`src/rtl/priority_seg_control_pkg.sv`:
```
`default_nettype none
// ============================================================================
// Module      : priority_seg_control_pkg
// Description : Shared glyph constants and types for the priority display.
// Revision    : 1.0 - initial release
// ============================================================================
package priority_seg_control_pkg;

    localparam int NUM_DIGITS = 8;

    // Segment order {a,b,c,d,e,f,g,dp}; dp is never lit.
    localparam logic [7:0] GLYPH_0     = 8'hFC;
    localparam logic [7:0] GLYPH_1     = 8'h60;
    localparam logic [7:0] GLYPH_2     = 8'hDA;
    localparam logic [7:0] GLYPH_3     = 8'hF2;
    localparam logic [7:0] GLYPH_DASH  = 8'h02;
    localparam logic [7:0] GLYPH_BLANK = 8'h00;

    typedef logic [2:0] digit_idx_t;

    typedef enum logic [2:0] {
        CODE_0     = 3'd0,
        CODE_1     = 3'd1,
        CODE_2     = 3'd2,
        CODE_3     = 3'd3,
        CODE_DASH  = 3'd4,
        CODE_BLANK = 3'd5
    } glyph_code_t;

endpackage : priority_seg_control_pkg
`default_nettype wire

```
`src/rtl/priority_seg_control_glyph_rom.sv`:
```
`default_nettype none
// ============================================================================
// Module      : seg7_glyph_rom
// Description : Combinational map from glyph code to 7-segment pattern.
// Revision    : 1.0 - initial release
// ============================================================================
module seg7_glyph_rom
    import priority_seg_control_pkg::*;
(
    input  glyph_code_t i_code,
    output logic [7:0]  o_seg
);

    always_comb begin
        o_seg = GLYPH_BLANK;
        case (i_code)
            CODE_0:    o_seg = GLYPH_0;
            CODE_1:    o_seg = GLYPH_1;
            CODE_2:    o_seg = GLYPH_2;
            CODE_3:    o_seg = GLYPH_3;
            CODE_DASH: o_seg = GLYPH_DASH;
            default:   o_seg = GLYPH_BLANK;
        endcase
    end

endmodule : seg7_glyph_rom
`default_nettype wire

```
`src/rtl/priority_seg_control.sv`:
```
`default_nettype none
// ============================================================================
// Module      : priority_seg_control
// Description : Priority-encodes four switches onto an 8-digit scanned display.
// Revision    : 1.0 - initial release
// ============================================================================
module priority_seg_control
    import priority_seg_control_pkg::*;
#(
    parameter int SCAN_DIV = 4
) (
    input  logic       clk,
    input  logic       N_Reset,
    input  logic       I3,
    input  logic       I2,
    input  logic       I1,
    input  logic       I0,
    output logic [7:0] SEG_COM,
    output logic [7:0] SEG_DATA
);

    localparam int             c_DIV_W    = (SCAN_DIV > 1) ? $clog2(SCAN_DIV) : 1;
    localparam logic [c_DIV_W-1:0] c_DIV_LAST = c_DIV_W'(SCAN_DIV - 1);

    logic [3:0]         r_sync1;
    logic [3:0]         r_sync2;
    logic [c_DIV_W-1:0] r_div;
    digit_idx_t         r_ptr;
    logic [7:0]         r_seg_com;
    logic [7:0]         r_seg_data;

    logic               w_valid;
    logic [1:0]         w_idx;
    logic               w_div_tc;
    glyph_code_t        w_code;
    logic [7:0]         w_glyph;
    logic [7:0]         w_com;

    always_comb begin
        w_valid = 1'b1;
        w_idx   = 2'd0;
        if (r_sync2[3])      w_idx = 2'd3;
        else if (r_sync2[2]) w_idx = 2'd2;
        else if (r_sync2[1]) w_idx = 2'd1;
        else if (r_sync2[0]) w_idx = 2'd0;
        else                 w_valid = 1'b0;
    end

    // Upper digits echo raw bits, digit 0 carries the encoded index.
    always_comb begin
        w_code = CODE_BLANK;
        case (r_ptr)
            3'd7:    w_code = r_sync2[3] ? CODE_1 : CODE_0;
            3'd6:    w_code = r_sync2[2] ? CODE_1 : CODE_0;
            3'd5:    w_code = r_sync2[1] ? CODE_1 : CODE_0;
            3'd4:    w_code = r_sync2[0] ? CODE_1 : CODE_0;
            3'd0:    w_code = w_valid ? glyph_code_t'({1'b0, w_idx}) : CODE_DASH;
            default: w_code = CODE_BLANK;
        endcase
    end

    seg7_glyph_rom u_rom (
        .i_code (w_code),
        .o_seg  (w_glyph)
    );

    assign w_div_tc = (r_div == c_DIV_LAST);
    assign w_com    = ~(NUM_DIGITS'(1) << r_ptr);

    always_ff @(posedge clk or negedge N_Reset) begin
        if (!N_Reset) begin
            r_sync1    <= 4'd0;
            r_sync2    <= 4'd0;
            r_div      <= '0;
            r_ptr      <= '0;
            r_seg_com  <= 8'hFF;
            r_seg_data <= 8'h00;
        end else begin
            r_sync1    <= {I3, I2, I1, I0};
            r_sync2    <= r_sync1;
            r_div      <= w_div_tc ? '0 : r_div + 1'b1;
            if (w_div_tc)
                r_ptr  <= r_ptr + 3'd1;
            r_seg_com  <= w_com;
            r_seg_data <= w_glyph;
        end
    end

    assign SEG_COM  = r_seg_com;
    assign SEG_DATA = r_seg_data;

endmodule : priority_seg_control
`default_nettype wire

```
`config.mk`:
```
export PLATFORM = sky130hd
export DESIGN_NAME = priority_seg_control
export DESIGN_NICKNAME = d
export VERILOG_FILES = /design/src/rtl/priority_seg_control_pkg.sv /design/src/rtl/priority_seg_control_glyph_rom.sv /design/src/rtl/priority_seg_control.sv
export SDC_FILE = /design/constraint.sdc
export NUM_CORES = 1
export LEC_CHECK = 0
export ABC_CLOCK_PERIOD_IN_PS = 2100
export BUFFER_PORTS_ARGS = -buffer_cell sky130_fd_sc_hd__buf_2
export CORE_MARGIN = 3
export CORE_UTILIZATION = 51
export CTS_CLUSTER_DIAMETER = 200
export DETAILED_ROUTE_END_ITERATION = 10
export GPL_TIMING_DRIVEN = 0
export PLACE_DENSITY_LB_ADDON = 0.25
export SYNTH_ARGS = -nofsm -noshare
export SYNTH_HDL_FRONTEND = slang
export SYNTH_HIERARCHICAL = 1
export SYNTH_SLANG_ARGS = --single-unit
```
`constraint.sdc`:
```
create_clock -name clk -period 2.1 [get_ports clk]
set_clock_uncertainty 0.1 [all_clocks]
set_input_delay 0.315 -clock clk [delete_from_list [all_inputs] [get_ports clk]]
set_output_delay 0.315 -clock clk [all_outputs]
set_load 0.01 [all_outputs]
```
* Word-level counts from Yosys, hierarchy flattened
Index checks and enable logic that the tools add are counted.
** Word-level totals
- Register bits after elaboration :: 29
- Output and inout port bits :: 16
** Cells by class
- $add $sub $neg :: 2
- Eq/ne operators :: 9
- Shifts and indexed selects :: 1
- Multiplexer cells :: 15
- Bitwise gates (word level) :: 1
- Reduce and logical (&&, ||, !) cells :: 2
** Operator list (count)
- case mux 8 bit (5 select lines) :: 1
- == test 3 bit (second input constant) :: 5
- case mux 3 bit (5 select lines) :: 1
- two-way mux 1 bit :: 9
- inverter 8 bit :: 1
- left shift 1 x 3 -> 8 bit (first input constant) :: 1
- == test 3 x 2 -> 1 bit (second input constant) :: 2
- logical NOT 3 bit :: 2
- two-way mux 2 bit :: 3
- adder 3 x 1 -> 3 bit (second input constant) :: 1
- == test 3 x 1 -> 1 bit (second input constant) :: 1
- two-way mux 3 bit :: 1
- adder 2 x 1 -> 2 bit (second input constant) :: 1
- == test 2 bit (second input constant) :: 1

* Logic depth before layout (Yosys ltp)
- Depth after elaboration :: 8
- Gate-level depth with buffers :: 7
- Depth with buffers taken out :: 7

* Hierarchy
Netlist, hierarchy kept.
** By module, submodules not included
- priority_seg_control :: times used 1, cells each 65, area each 967.2 um^2
- seg7_glyph_rom :: times used 1, cells each 11, area each 61.3 um^2

* Least setup slack after synthesis
OpenSTA, ideal clock, no wires.
- Path type :: reg2reg
- Start point :: reg r_ptr[0]
- End point :: reg r_seg_data[1], in the netlist SEG_DATA[1]
- Library setup time :: 0.084 ns
- Arrival :: 1.670 ns
- Slack :: 0.246 ns
- Stages on the path, launching flop included :: 8
- Path buffers :: 0
- Cells stage by stage :: dfrtp_1 > ha_1 > ha_1 > nand2b_1 > a21oi_1 > o211ai_1 > or3b_1 > o21ai_0
** Between the ends
- Cells in the longest elaborated chain, start to end :: 4
- Elaborated cells between the ends (all ways) :: 12
** Ends and longest elaborated chain
- from (decl) :: RTL line priority_seg_control.sv:28 : digit_idx_t r_ptr;
- from (signal assigned) :: RTL line priority_seg_control.sv:83 : r_ptr <= r_ptr + 3'd1;
- == test 3 bit / logical NOT 3 bit (equally long branches) :: RTL line priority_seg_control.sv:52 : case (r_ptr)
- case mux 3 bit (5 select lines) * :: RTL line priority_seg_control.sv:52
- net w_code[0] :: RTL line priority_seg_control.sv:35 : glyph_code_t w_code;
- == test 3 bit, or another cell as far along :: RTL line priority_seg_control_glyph_rom.sv:16 : case (i_code)
- case mux 8 bit (5 select lines) * :: RTL line priority_seg_control_glyph_rom.sv:16
- net w_glyph[1] :: RTL line priority_seg_control.sv:36 : logic [7:0] w_glyph;
- to (signal assigned) :: RTL line priority_seg_control.sv:85 : r_seg_data <= w_glyph;
- to (decl) :: RTL line priority_seg_control.sv:30 : logic [7:0] r_seg_data;
The timed path passes the listed nets; every way through them passes the cells marked *.
A chain may end at the register's enable or synchronous reset.

* Final worst setup path
Ends and elaborated chain as after synthesis.

==> run metrics <==
outcome=finished, final reports clean; Startpoint Class=flip-flop; Initial Util=56.5%; Antenna Cells=0; Final Hold Viols=0; hpwl dp=947 µm; max-slew violations=0; area grow syn2layout=25.7%; register share of total power=58.6%; final setup vio count=0; die extent in x=50.9 µm; via/cell ratio=4.68; syn_area_per_cell=13.5 µm²; share of cells above drive strength 1=36.9%; Post-Route WL=1540 µm; met1 global-route usage=13.0%; largest area contributor in the netlist=dfrtp_1; max_slew headroom=61.2%; P_int=0.000784 W; Clock Latency Late Sink=0.32 ns; row cnt=15; # IOs=22; clock root buffer=clkbuf_4; Pre-Repair DR Iteration Count=4; PwrDens=761 nW/µm²; CTS tree=done; synthesized instance count=76; Fillers=147; Synthesis Warnings=6; Port Buf Inserts=21; ranking of synthesized cells by area=dfrtp_1 51%, dfstp_2 20%, ha_1 8.5%, nand2_1 3.3%, inv_1 2.2%; switching share of power=20.3%; H-tree depth=2; vias in the first global route=595; Worst Slack Setup Final=0.0705 ns; Iter 0 DRT Violations=13; met2 usage=23.6%; NumNets Final=123; dpl ws=0.118 ns; final worst path period share=96.6%; largest net degree at the start of global routing=30; #FFs+latches synth=29; fmax=493 MHz; Clk pin slew, worst setup/hold paths=0.09 ns; Worst VDD drop=0.468 mV; grt met3 use=8.16%; WL per Instance=11.3 µm; DRC=0; Die Area=2590 µm²; Max Cap Viol=0; Sink Count=29; Combinational Power Share=4.0%; Final Non-Filler Cells=136; commonest non-fill, non-tap cells in the layout=21 x dfrtp_1, 21 x buf_2, 9 x nand2_1, 8 x dfstp_2, 7 x ha_1; die span in y=50.9 µm; Mapped Area=1030 µm²; Total Power=0.000983 W; Worst EP arrival=2.15 ns; worst-path fanout max=4; first-pass GRT wire length=2480 µm; Clk network pwr share=37.4%; sequential element share of the synthesized area=71.5%; vias post-DR=637; post-synthesis cell type count=20; busiest grt layer=met2; core area=1820 µm²; total negative setup slack=0 ns; area fraction of the dominant cell type after synthesis=51.1%; GP Congestion=0.836; hold crit path type=flip-flop to flip-flop; Worst Setup Path Type=flip-flop to flip-flop; Psw=0.000200 W; GR Overflow Total=0; clk buf depth=2; GRT Resource Usage Total=13.7%; Worst EP required=2.22 ns; antenna viol nets, final=0; Period minus WS final=2.03 ns; Least-Margin Pin Slew=0.582 ns; initial antenna violation count=0; CTS Buf Count=5; P_leak=0.609 nW; Worst setup EP type=flip-flop; Synth Net Count=89; placed cell count=122
## power groups by stage
stage	logic, W	registers [W]	clock network, W
2_1_floorplan	0.00000762	0.000588	0
3_3_place_gp	0.0000299	0.000586	0
3_5_place_dp	0.0000307	0.000587	0
4_1_cts	0.0000378	0.000576	0.000382
5_1_grt	0.0000444	0.000578	0.000418
6_report	0.0000391	0.000576	0.000368
## Yosys cell counts
| cell | count |
|---|---|
| dfrtp_1 | 21 |
| nand2_1 | 9 |
| dfstp_2 | 8 |
| ha_1 | 7 |
| inv_1 | 6 |
| nor2_1 | 6 |
| o21ai_0 | 4 |
| a21oi_1 | 2 |
| buf_4 | 2 |
| a222oi_1 | 1 |
| conb_1 | 1 |
| inv_2 | 1 |
| mux2i_1 | 1 |
| nand2b_1 | 1 |
| nor3_1 | 1 |
| nor4bb_1 | 1 |
| o211ai_1 | 1 |
| o21a_1 | 1 |
| or3b_1 | 1 |
| xor2_1 | 1 |
## path summary, 6_finish.rpt
| path | slack, ns | depth (start not counted) | start | to |
|---|---|---|---|---|
| setup / recovery | 0.07 | 7 | r_ptr[0] | SEG_DATA[1] |
| hold / removal | 0.25 | 0 | r_sync1[1] | r_sync2[1] |
| max in group asynchronous | 1.09 | 2 | N_Reset | SEG_DATA[4] |
| hold reg to reg | 0.25 | 0 | r_sync1[1] | r_sync2[1] |
| min in group asynchronous | 0.42 | 2 | N_Reset | r_ptr[2] |
| setup reg to reg | 0.07 | 7 | r_ptr[0] | SEG_DATA[1] |
## area by class of cell
type | instances | area (µm²) | share of cell area [%]
sequential | 29 | 736 | 56.9
tap | 25 | 31.3 | 2.42
inverter | 7 | 26.3 | 2.03
clock inverter | 1 | 5.00 | 0.387
timing repair buffer | 27 | 163 | 12.6
buffer | 2 | 15.0 | 1.16
multi-input combinational | 38 | 251 | 19.5
clock buffer | 7 | 65.1 | 5.03
## sequential cells by signal, summed over array words and instances, names as in the netlist
signal / count
r_sync1: 4
r_ptr: 3
SEG_COM: 8
r_sync2: 4
r_div: 2
SEG_DATA: 8
## worst max-delay path, cell delays in order (launching register included)
cell	delay, ns
dfrtp_1	0.43
ha_1	0.24
ha_1	0.21
nand2b_1	0.15
a21oi_1	0.15
o211ai_1	0.16
or3b_1	0.41
o21ai_0	0.10
## what timing repair did
action                                  4_1_cts  5_1_grt
endpoints found under the hold margin        25        0
endpoints found under the setup margin        0        1
gates resized for setup                       0        1
buffers inserted                              0        1
hold buffers                                  5        0
## routing by layer
| metal | routed length [µm] | share of wire [%] |
|---|---|---|
| met1 | 583 | 38 |
| met5 | 0 | 0 |
| met2 | 804 | 52 |
| met4 | 21 | 1.4 |
| met3 | 131 | 8.5 |
## stage by stage
step	hold slack [ns]	cell area, µm²	util, %
3_3_place_gp	0.233	1160	64.0
2_1_floorplan	-0.0806	1030	-
6_report	0.251	1290	71.0
4_1_cts	0.255	1280	70.6
5_1_grt	0.264	1290	71.0
3_5_place_dp	0.235	1160	64.0
## cell families after synthesis
| family | count (synthesis) | share of synthesized area, % |
|---|---|---|
| buf+inv | 9 | 4.01 |
| flops | 29 | 71.5 |
| xor+xnor | 1 | 0.852 |
| compound gates | 9 | 5.35 |
| other cells | 1 | 0.365 |
| fa+ha+maj | 7 | 8.52 |
| mux | 1 | 0.973 |
| simple gates | 19 | 8.39 |
No activity file was read; power rests on OpenSTA's default activity.
